### config.mk
export PLATFORM = sky130hd
export DESIGN_NAME = calc_result_display
export DESIGN_NICKNAME = d
export VERILOG_FILES = /design/src/rtl/calc_pkg.sv /design/src/rtl/bin_to_bcd_seq.sv /design/src/rtl/calc_result_display.sv
export SDC_FILE = /design/constraint.sdc
export NUM_CORES = 1
export LEC_CHECK = 0
export CAP_MARGIN = 10
export CELL_PAD_IN_SITES_DETAIL_PLACEMENT = 2
export CELL_PAD_IN_SITES_GLOBAL_PLACEMENT = 2
export CORE_UTILIZATION = 25
export DETAILED_ROUTE_END_ITERATION = 10
export PLACE_DENSITY_LB_ADDON = 0.15
export SYNTH_ARGS = -nofsm -noshare
export SYNTH_HDL_FRONTEND = slang
export SYNTH_HIERARCHICAL = 1
export SYNTH_SLANG_ARGS = --single-unit
### constraint.sdc
create_clock -name clk -period 4.9 [get_ports clk]
set_clock_uncertainty 0.1 [all_clocks]
set_input_delay 0.98 -clock clk [delete_from_list [all_inputs] [get_ports clk]]
set_output_delay 0.98 -clock clk [all_outputs]
set_load 0.1 [all_outputs]
### src/rtl/calc_pkg.sv
// Shared calculator types, seven-segment constants and the hex digit decoder.
package calc_pkg;

  typedef enum logic [2:0] {
    S0_IDLE      = 3'd0,
    S1_OPERAND1  = 3'd1,
    S2_OPCODE    = 3'd2,
    S3_OPERAND2  = 3'd3,
    S4_DISPLAY   = 3'd4,
    S5_CALCULATE = 3'd5
  } state_t;

  typedef enum logic [1:0] {
    OP_ADD = 2'd0,
    OP_SUB = 2'd1,
    OP_MUL = 2'd2,
    OP_AND = 2'd3
  } opcode_t;

  // Active-low segments ordered {g,f,e,d,c,b,a}
  localparam logic [6:0] SEG_BLANK = 7'b1111111;
  localparam logic [6:0] SEG_MINUS = 7'b0111111;

  function automatic logic [6:0] hex_to_seg(input logic [3:0] h);
    case (h)
      4'h0: return 7'b1000000;
      4'h1: return 7'b1111001;
      4'h2: return 7'b0100100;
      4'h3: return 7'b0110000;
      4'h4: return 7'b0011001;
      4'h5: return 7'b0010010;
      4'h6: return 7'b0000010;
      4'h7: return 7'b1111000;
      4'h8: return 7'b0000000;
      4'h9: return 7'b0010000;
      4'hA: return 7'b0001000;
      4'hB: return 7'b0000011;
      4'hC: return 7'b1000110;
      4'hD: return 7'b0100001;
      4'hE: return 7'b0000110;
      default: return 7'b0001110;
    endcase
  endfunction

endpackage

### src/rtl/bin_to_bcd_seq.sv
// Sequential double-dabble: one load edge, then one bit per clock for 10 clocks.
module bin_to_bcd_seq (
  input  logic        clk,
  input  logic        reset,
  input  logic        start,
  input  logic [9:0]  bin,
  output logic        done,
  output logic [11:0] bcd
);
  logic [9:0]  bin_sr;
  logic [11:0] bcd_sr, corr;
  logic [21:0] nxt;
  logic [3:0]  cnt;

  always_comb begin
    corr = bcd_sr;
    for (int i = 0; i < 3; i++)
      if (bcd_sr[i*4 +: 4] >= 4'd5) corr[i*4 +: 4] = bcd_sr[i*4 +: 4] + 4'd3;
    nxt = {corr, bin_sr} << 1;
  end

  // A new start always wins, so a changed input restarts mid-conversion
  always_ff @(posedge clk or negedge reset) begin
    if (!reset) begin
      bin_sr <= '0;
      bcd_sr <= '0;
      cnt    <= '0;
      done   <= 1'b0;
      bcd    <= '0;
    end else begin
      done <= 1'b0;
      if (start) begin
        bin_sr <= bin;
        bcd_sr <= '0;
        cnt    <= 4'd10;
      end else if (cnt != 4'd0) begin
        bcd_sr <= nxt[21:10];
        bin_sr <= nxt[9:0];
        cnt    <= cnt - 4'd1;
        if (cnt == 4'd1) begin
          done <= 1'b1;
          bcd  <= nxt[21:10];
        end
      end
    end
  end
endmodule

### src/rtl/calc_result_display.sv
// Executes the selected operation on entry to S5 and scans the value onto a
// 4-digit multiplexed seven-segment display (signed decimal or hex).
module calc_result_display
  import calc_pkg::*;
#(
  parameter int REFRESH_DIV = 50000
) (
  input  logic        clk,
  input  logic        reset,
  input  logic [2:0]  state,
  input  logic [1:0]  opcode,
  input  logic [5:0]  operand1,
  input  logic [5:0]  operand2,
  input  logic [5:0]  display_result,
  input  logic        display_mode,
  output logic [11:0] result,
  output logic        busy,
  output logic        done,
  output logic [6:0]  seg,
  output logic [3:0]  an
);
  localparam logic [1:0] X_IDLE = 2'd0, X_EXEC = 2'd1, X_FINISH = 2'd2;
  localparam int CW = $clog2(REFRESH_DIV);

  function automatic logic [11:0] sx6(input logic [5:0] v);
    return {{6{v[5]}}, v};
  endfunction

  function automatic logic [5:0] abs6(input logic [5:0] v);
    return v[5] ? -v : v;
  endfunction

  state_t      cur_st, prev_st;
  opcode_t     op_q;
  logic [1:0]  xst;
  logic [11:0] a_q, b_q, res_q, acc, acc_next, mcand;
  logic [5:0]  mb;
  logic [2:0]  step;
  logic        neg_q, result_valid, start;

  assign cur_st   = state_t'(state);
  assign start    = (cur_st == S5_CALCULATE) && (prev_st != S5_CALCULATE);
  assign busy     = (xst == X_EXEC);
  assign acc_next = acc + (mb[0] ? mcand : 12'd0);

  always_ff @(posedge clk or negedge reset) begin
    if (!reset) begin
      prev_st <= S0_IDLE;
      xst <= X_IDLE;
      op_q <= OP_ADD;
      {a_q, b_q, res_q, acc, mcand, result} <= '0;
      {mb, step, neg_q, done, result_valid} <= '0;
    end else begin
      prev_st <= cur_st;
      done    <= 1'b0;
      case (xst)
        X_IDLE: if (start) begin
          a_q   <= sx6(operand1);
          b_q   <= sx6(operand2);
          op_q  <= opcode_t'(opcode);
          neg_q <= operand1[5] ^ operand2[5];
          mcand <= {6'd0, abs6(operand1)};
          mb    <= abs6(operand2);
          acc   <= '0;
          step  <= 3'd5;
          xst   <= X_EXEC;
        end
        X_EXEC: begin
          if (cur_st != S5_CALCULATE) begin
            xst          <= X_IDLE;
            result_valid <= 1'b0;
          end else if (op_q != OP_MUL) begin
            case (op_q)
              OP_ADD:  res_q <= a_q + b_q;
              OP_SUB:  res_q <= a_q - b_q;
              default: res_q <= a_q & b_q;
            endcase
            xst <= X_FINISH;
          end else begin
            // Unsigned shift-add over the six multiplier bits, sign fixed at the end
            acc   <= acc_next;
            mcand <= mcand << 1;
            mb    <= mb >> 1;
            step  <= step - 3'd1;
            if (step == 3'd0) begin
              res_q <= neg_q ? -acc_next : acc_next;
              xst   <= X_FINISH;
            end
          end
        end
        X_FINISH: begin
          result       <= res_q;
          done         <= 1'b1;
          result_valid <= 1'b1;
          xst          <= X_IDLE;
        end
        default: xst <= X_IDLE;
      endcase
    end
  end

  logic [11:0]      sel_val, mag, bcd;
  logic [12:0]      key_q;
  logic             conv_start, bcd_done, pend_neg, pend_over, dec_neg, dec_over;
  logic [11:0]      dec_bcd;
  logic [3:0][6:0]  dig_seg;
  logic [CW-1:0]    ref_cnt;
  logic [1:0]       idx;

  always_comb begin
    if (cur_st == S5_CALCULATE && result_valid) sel_val = result;
    else if (cur_st == S0_IDLE)                 sel_val = '0;
    else                                        sel_val = sx6(display_result);
  end

  assign mag        = sel_val[11] ? -sel_val : sel_val;
  assign conv_start = ({display_mode, sel_val} != key_q);

  bin_to_bcd_seq u_bcd (
    .clk   (clk),
    .reset (reset),
    .start (conv_start),
    .bin   (mag[9:0]),
    .done  (bcd_done),
    .bcd   (bcd)
  );

  // Sign/overflow travel with the conversion so old digits stay coherent until done
  always_ff @(posedge clk or negedge reset) begin
    if (!reset) begin
      key_q <= '0;
      {pend_neg, pend_over, dec_neg, dec_over} <= '0;
      dec_bcd <= '0;
    end else begin
      key_q <= {display_mode, sel_val};
      if (conv_start) begin
        pend_neg  <= sel_val[11];
        pend_over <= (mag > 12'd999);
      end
      if (bcd_done) begin
        dec_bcd  <= bcd;
        dec_neg  <= pend_neg;
        dec_over <= pend_over;
      end
    end
  end

  always_comb begin
    dig_seg = {4{SEG_BLANK}};
    if (display_mode) begin
      for (int i = 0; i < 3; i++) dig_seg[i] = hex_to_seg(sel_val[i*4 +: 4]);
    end else if (dec_over) begin
      dig_seg = {4{SEG_MINUS}};
    end else begin
      if (dec_neg)                dig_seg[3] = SEG_MINUS;
      if (dec_bcd[11:8] != 4'd0)  dig_seg[2] = hex_to_seg(dec_bcd[11:8]);
      if (dec_bcd[11:4] != 8'd0)  dig_seg[1] = hex_to_seg(dec_bcd[7:4]);
      dig_seg[0] = hex_to_seg(dec_bcd[3:0]);
    end
  end

  always_ff @(posedge clk or negedge reset) begin
    if (!reset) begin
      ref_cnt <= '0;
      idx     <= '0;
      an      <= 4'b1111;
      seg     <= SEG_BLANK;
    end else begin
      if (ref_cnt == CW'(REFRESH_DIV - 1)) begin
        ref_cnt <= '0;
        idx     <= idx + 2'd1;
      end else begin
        ref_cnt <= ref_cnt + 1'b1;
      end
      an  <= ~(4'b0001 << idx);
      seg <= dig_seg[idx];
    end
  end
endmodule
Word level (Yosys, flattened, before mapping). Memory sizes are Yosys's and may differ from the RTL's. Cells that the tools add are included.

Register bits: 176. Memory bits (read-only): 672. Bits of input ports: 26. Logic and storage cells: 149. Memories: 6.

Add/subtract/negate cells: 14. $lt $le $gt $ge: 5. Equal/unequal tests: 15. Shift-type cells: 1. Mux-type cells: 55. Bitwise logic cells: 5. Reduce and logical (&&, ||, !) cells: 19.

Memory list: (name not given) (words 16, width 7, read ports 1, clocked after Yosys merged registers in 0, write ports 0, line calc_pkg.sv:25) `case (h)`; (name not given) (words 16, width 7, read ports 1, clocked after Yosys merged registers in 0, write ports 0, line calc_pkg.sv:25); (name not given) (words 16, width 7, read ports 1, clocked after Yosys merged registers in 0, write ports 0, line calc_pkg.sv:25); (name not given) (words 16, width 7, read ports 1, clocked after Yosys merged registers in 0, write ports 0, line calc_pkg.sv:25); (name not given) (words 16, width 7, read ports 1, clocked after Yosys merged registers in 0, write ports 0, line calc_pkg.sv:25); (name not given) (words 16, width 7, read ports 1, clocked after Yosys merged registers in 0, write ports 0, line calc_pkg.sv:25).

Operator list (count): $mux 12 (15); $pmux 12 s2 (3); $mux 7 (5); $mux 6 (5); $mux 28 (1); $neg 12->12 (2); $mux 21 (1); $mux 10 (2); $add 16x1->16 const B (1); $eq 16x16->1 const B (1); $mux 16 (1); $mux 4 (4); $bmux 7 s2 (1); $ne 13x13->1 (1); $add 12x12->12 (1); $and 12x12->12 (1); $ge 4x3->1 const B (3); $gt 12x10->1 const B (1); $mux 3 (4); $neg 6->6 (2); $pmux 6 s2 (1); $add 4x2->4 const B (2); $mux 2 (4); $ne 2x2->1 const B (4); 31 further kinds (48).

Depth between registers and ports, before layout. An unclocked memory read counts as a cell.

Word-level depth: 7. Mapped depth: 15. Mapped depth without buffers: 13.

Modules after synthesis. The synthesis kept the hierarchy.

Modules (own cells, without submodules): calc_result_display (times used 1, cells each 1057, area an instance 9312.7 µm², seq. area each 3442.1 µm²); bin_to_bcd_seq (times used 1, cells each 192, area an instance 1958.1 µm², seq. area each 975.9 µm²).

Least setup slack after synthesis. No wires, ideal clock.

Kind: input-to-reg. Start point: input state[1]. End point: register pend_over. Setup time: 0.065 ns. Data arrival time: 3.481 ns. Required time: 4.735 ns. Slack: 1.254 ns. Cell stages on the path: 14. Buffers on the path: 2. Path through: buf_2 -> or2_1 -> clkbuf_1 -> a221o_1 -> inv_2 -> ha_1 -> nand2_1 -> a21oi_1 -> nand4_1 -> o21ai_0 -> xnor2_1 -> o311ai_1 -> o41ai_1 -> mux2_2.

Longest elaborated chain between the ends: 6. Elaborated cells on any way between the ends: 9. Classes of those cells: add/sub: 1; order compare: 1; eq/ne: 2; mux: 3; reduce/logical: 2.

Ends and longest elaborated chain: start: declaration (line calc_result_display.sv:10) `input logic [2:0] state,`; $logic_not 3->1 / $eq 3x3->1 (equally long branches) (line calc_result_display.sv:112, calc_result_display.sv:111); $mux 12 / $logic_and 1x1->1 (equally long branches) (line calc_result_display.sv:112, calc_result_display.sv:111); $mux 12 * (line calc_result_display.sv:111) `if (cur_st == S5_CALCULATE && result_valid) sel_val = result;`; $neg 12->12 (line calc_result_display.sv:116) `assign mag = sel_val[11] ? -sel_val : sel_val;`; $mux 12 * (line calc_result_display.sv:116); named net mag[0] (line calc_result_display.sv:102) `logic [11:0] sel_val, mag, bcd;`; $gt 12x10->1 * (line calc_result_display.sv:138) `pend_over <= (mag > 12'd999);`; end signal: assignment (line calc_result_display.sv:138); end: declaration (line calc_result_display.sv:104) `logic conv_start, bcd_done, pend_neg, pend_over, dec_neg, dec_over;`.

The timed path passes the listed nets; every way through them passes the cells marked *. A chain may end at the register's enable or synchronous reset.

Final worst setup path.
Start point: input state[2]. End point: register u_bcd.bcd[8].

Longest elaborated chain between the ends: 6. Elaborated cells on any way between the ends: 8. Classes of those cells: eq/ne: 2; mux: 2; bitwise: 1; reduce/logical: 3.

Ends and longest elaborated chain: $logic_not 3->1 / $eq 3x3->1 (equally long branches) (line calc_result_display.sv:112, calc_result_display.sv:111); $mux 12 / $logic_and 1x1->1 (equally long branches) (line calc_result_display.sv:112, calc_result_display.sv:111); $mux 12 * (line calc_result_display.sv:111); $ne 13x13->1 * (line calc_result_display.sv:117) `assign conv_start = ({display_mode, sel_val} != key_q);`; named net conv_start (line calc_result_display.sv:104); $not 1->1 (no line) *; $reduce_and 3->1 (no line) *; end signal: assignment (line bin_to_bcd_seq.sv:42) `bcd <= nxt[21:10];`; end: declaration (line bin_to_bcd_seq.sv:8) `output logic [11:0] bcd`.

Marks and branches as above.

==> metrics.json <==
{
  "power_and_ir_drop": {
    "vdd_ir_drop_max_mv": 0.260,
    "p_per_area_nw_per_um2": 329,
    "power.leakage_uw": 0.00559
  },
  "floorplan": {
    "standard_cell_rows": 77,
    "die-area_um2": 45900,
    "design.core.area_um2": 44300,
    "die-width_um": 214,
    "ios": 51,
    "initial_core_util_pct": 25.4,
    "die_y_um": 214
  },
  "timing": {
    "finalSetupTns_ps": 0,
    "slew_headroom_pct": 31.0,
    "final.min_clock_period_ps": 4260,
    "final.period_utilization_pct": 87.0,
    "setup_violations": 0,
    "post-route-worst-setup-slack_ps": 637,
    "tightestPinTransition_ps": 1030,
    "setup_repair_after_global_routing_missed_its_margin": "false",
    "finalMaxSlewViolations": 0,
    "achievable_clock_frequency_ghz": 0.235,
    "report.final.hold_viol_count": 0
  },
  "place": {
    "portBuffers": 50,
    "place_congestion": 0.820,
    "dpl.hpwl_um": 27300,
    "placedInstanceArea_um2": 12400,
    "place_worst_setup_slack_ps": 145,
    "placed_cells": 1856
  },
  "setup_path": {
    "critical-path-top-cell-by-count": "nand2_1",
    "timing.critical_path.to_type": "flop",
    "critPathMaxStageDelay_ps": 690,
    "critPathSlowestCell": "a2111oi_0",
    "cp_data_arrival_time_ps": 4520,
    "setup.worst_path.start_class": "input port",
    "worstPathCellList": "clkdlybuf4s50_1 > a21boi_1 > or2_1 > o22a_1 > a31oi_1 > a2111oi_0 > nand4_1 > nor4_1 > nand2_1 > buf_4 > nand2_1 > o21ai_0",
    "largest_fanout_of_any_net_on_the_critical_path": 24,
    "worstPathBufferInverterCount": 2,
    "delay_heaviest_family_cp": "compound AO/OA/AOI/OAI gates",
    "setup.worst_path.class": "in2reg",
    "critical_path_required_ps": 5160
  },
  "global_route": {
    "initial_antenna_violation_count": 0,
    "grt_first_pass_wirelength_um": 59500,
    "global_route.overflow_total": 0,
    "grt_use_total_pct": 16.6,
    "grt_start_max_net_pins": 79,
    "via_count_of_the_first_global_routing_pass": 10100
  },
  "detailed_routing": {
    "dr.pass1.iters": 4,
    "wl_per_cell_um": 19.2,
    "drtAntennaViolNets": 0,
    "totalWireLength_um": 36300,
    "route.vias.total": 9293,
    "route.met2.wl_um": 17400,
    "wl_met1_um": 17700,
    "route.detailed.drc": 0,
    "vias_per_cell": 4.92,
    "uppermost_signal_routing_layer_after_detailed_routing": "met4",
    "first_iter_violations": 329,
    "met3_length_um": 732
  },
  "clocking": {
    "cts_buffer_depth": 2,
    "cts_inserted_buffers": 17,
    "postCtsSetupRepairBufs": 0,
    "clkTransAtPathRegs_ps": 80,
    "htreeDepth": 4,
    "clk_latency_ps": 480,
    "postCtsResizedCells": 0,
    "hold_buffers": 0,
    "tritoncts": "done",
    "root_buffer": "clkbuf_16",
    "clkSinkCount": 176
  },
  "status": {
    "outcome": "finished, final reports clean"
  },
  "run": {
    "cap_violations": 0
  },
  "logic_synthesis": {
    "yosys_most_used_dff": "dfrtp_1",
    "syn_inst": 1249,
    "synth_enable_flop_cells": 0,
    "yosysWarnings": 6,
    "netlist_area_um2": 11300,
    "synthArstFlopShare_pct": 100,
    "mappedNetlistNets": 1350,
    "ys_seq_area_share_pct": 39.2,
    "synth.lib_cells_used.distinct": 86,
    "syn_avg_cell_area_um2": 9.02,
    "synth_seq_cells": 176
  },
  "finish": {
    "antenna_cells_inserted": 0,
    "final_cell_area_um2": 13000,
    "fin_nets": 1384,
    "utilization_pct": 29.4,
    "drive_above_1_share_pct": 11.2,
    "areaGrowthSynthToFinish_pct": 15.6,
    "final_cells": 1888
  },
  "worst_hold_path": {
    "class_of_the_worst_hold_path": "reg2reg"
  }
}
[cells by family (layout without fill, tap and decap cells)]
family | Yosys count | after routing | share of synthesized area [%]
AOI/OAI and AO/OA | 314 | 314 | 18.2
DFF | 176 | 176 | 39.2
adders and majority gates | 75 | 75 | 8.46
xor gates and xnor gates | 62 | 62 | 4.88
and+or+nand+nor | 424 | 424 | 17.9
muxes | 65 | 65 | 6.47
buffers and inverters | 133 | 180 | 4.92
[worst paths after layout]
kind / from / to / slack [ps] / cells after the start
worst max-delay path: state[2] / u_bcd/bcd[8]$_DFFE_PN0P_ / 640 / 12
worst min-delay path: ref_cnt[0]$_DFF_PN0_ / ref_cnt[0]$_DFF_PN0_ / 370 / 1
worst max register to register: mb[0]$_DFFE_PN0P_ / res_q[10]$_DFFE_PN0P_ / 950 / 11
worst min register to register: ref_cnt[0]$_DFF_PN0_ / ref_cnt[0]$_DFF_PN0_ / 370 / 1
max in group asynchronous: reset / ref_cnt[3]$_DFF_PN0_ / 3290 / 2
min in group asynchronous: reset / acc[1]$_DFFE_PN0P_ / 440 / 1
[state kept, by name, indices dropped and copies added (netlist names), 7 cells and up]
register,flops
u_bcd/bin_sr,10
u_bcd/bcd,12
key_q,13
u_bcd/bcd_sr,12
ref_cnt,16
acc,12
result,12
seg,7
dec_bcd,12
res_q,12
mcand,12
[stage by stage]
stage / hold slack, ps / power (µW)
final: 369 / 4290
after floorplan: 325 / 2500
after global placement: 353 / 2860
after global routing: 414 / 4550
after CTS: 374 / 4380
after detailed placement: 363 / 2890
[final cells by class]
cell class / instances / area (µm²)
Tap cell: 592 / 741
Clock buffer: 17 / 425
Multi-Input combinational cell: 940 / 6300
Inverter: 71 / 267
Sequential cell: 176 / 4420
Timing Repair Buffer: 77 / 707
Fill cell: 5019 / 31300
Clock inverter: 15 / 170
[metal layers]
layer / vias up / GRT usage, %
li1: 4476 / -
met1: 4714 / 22.0
met2: 76 / 27.5
met3: 27 / 3.22
met4: 0 / 4.10
met5: - / 0
[synthesized netlist by cell type (all sizes together) (7+ instances only)]
| master | number | area share [%] |
|---|---|---|
| and2 | 26 | 1.4 |
| clkbuf | 51 | 1.7 |
| xnor2 | 44 | 3.5 |
| a21oi | 62 | 2.8 |
| mux2 | 33 | 3.3 |
| nand2b | 9 | 0.50 |
| and3 | 14 | 0.78 |
| mux2i | 29 | 2.6 |
| ha | 73 | 8.1 |
| nand2 | 153 | 5.1 |
| o221ai | 7 | 0.60 |
| nor2b | 19 | 1.1 |
| dfrtp | 165 | 37 |
| buf | 11 | 0.84 |
| o211ai | 14 | 0.98 |
| o21a | 7 | 0.47 |
| a211oi | 12 | 0.84 |
| o21ai | 115 | 5.4 |
| a21o | 7 | 0.47 |
| dfstp | 11 | 2.6 |
| nor2 | 91 | 3.1 |
| o311ai | 7 | 0.54 |
| inv | 71 | 2.4 |
| nor3 | 24 | 1.2 |
| o31ai | 8 | 0.53 |
| xor2 | 18 | 1.4 |
| a31oi | 18 | 1.0 |
| nand3 | 48 | 2.1 |
[report_power, final]
part	leakage, µW	switching, µW	internal, µW
Clock	0.000287	716	726
Combinational	0.00304	700	418
Sequential	0.00226	141	1590
Total	0.00559	1560	2730
[placed cells by master (no fill, tap or decap), types with 9 or more instances in the layout]
cell type        netlist  layout
dfrtp_1              165     165
nand2_1              153     153
o21ai_0               96      96
nor2_1                88      88
ha_1                  73      73
inv_1                 65      65
a21oi_1               62      62
clkdlybuf4s50_1        0      49
nand3_1               48      48
xnor2_1               43      43
mux2_2                33      33
mux2i_1               29      29
buf_4                  1      27
and2_1                26      26
nor3_1                22      22
nor2b_1               19      18
a31oi_1               18      18
xor2_1                18      18
clkbuf_16              0      17
and3_1                14      14
o211ai_1              13      13
a211oi_1              11      11
dfstp_2               11      11
o21ai_2               10      10
o21ai_1                9       9
nand2b_1               9       9
(Power assumes the default switching activity.)
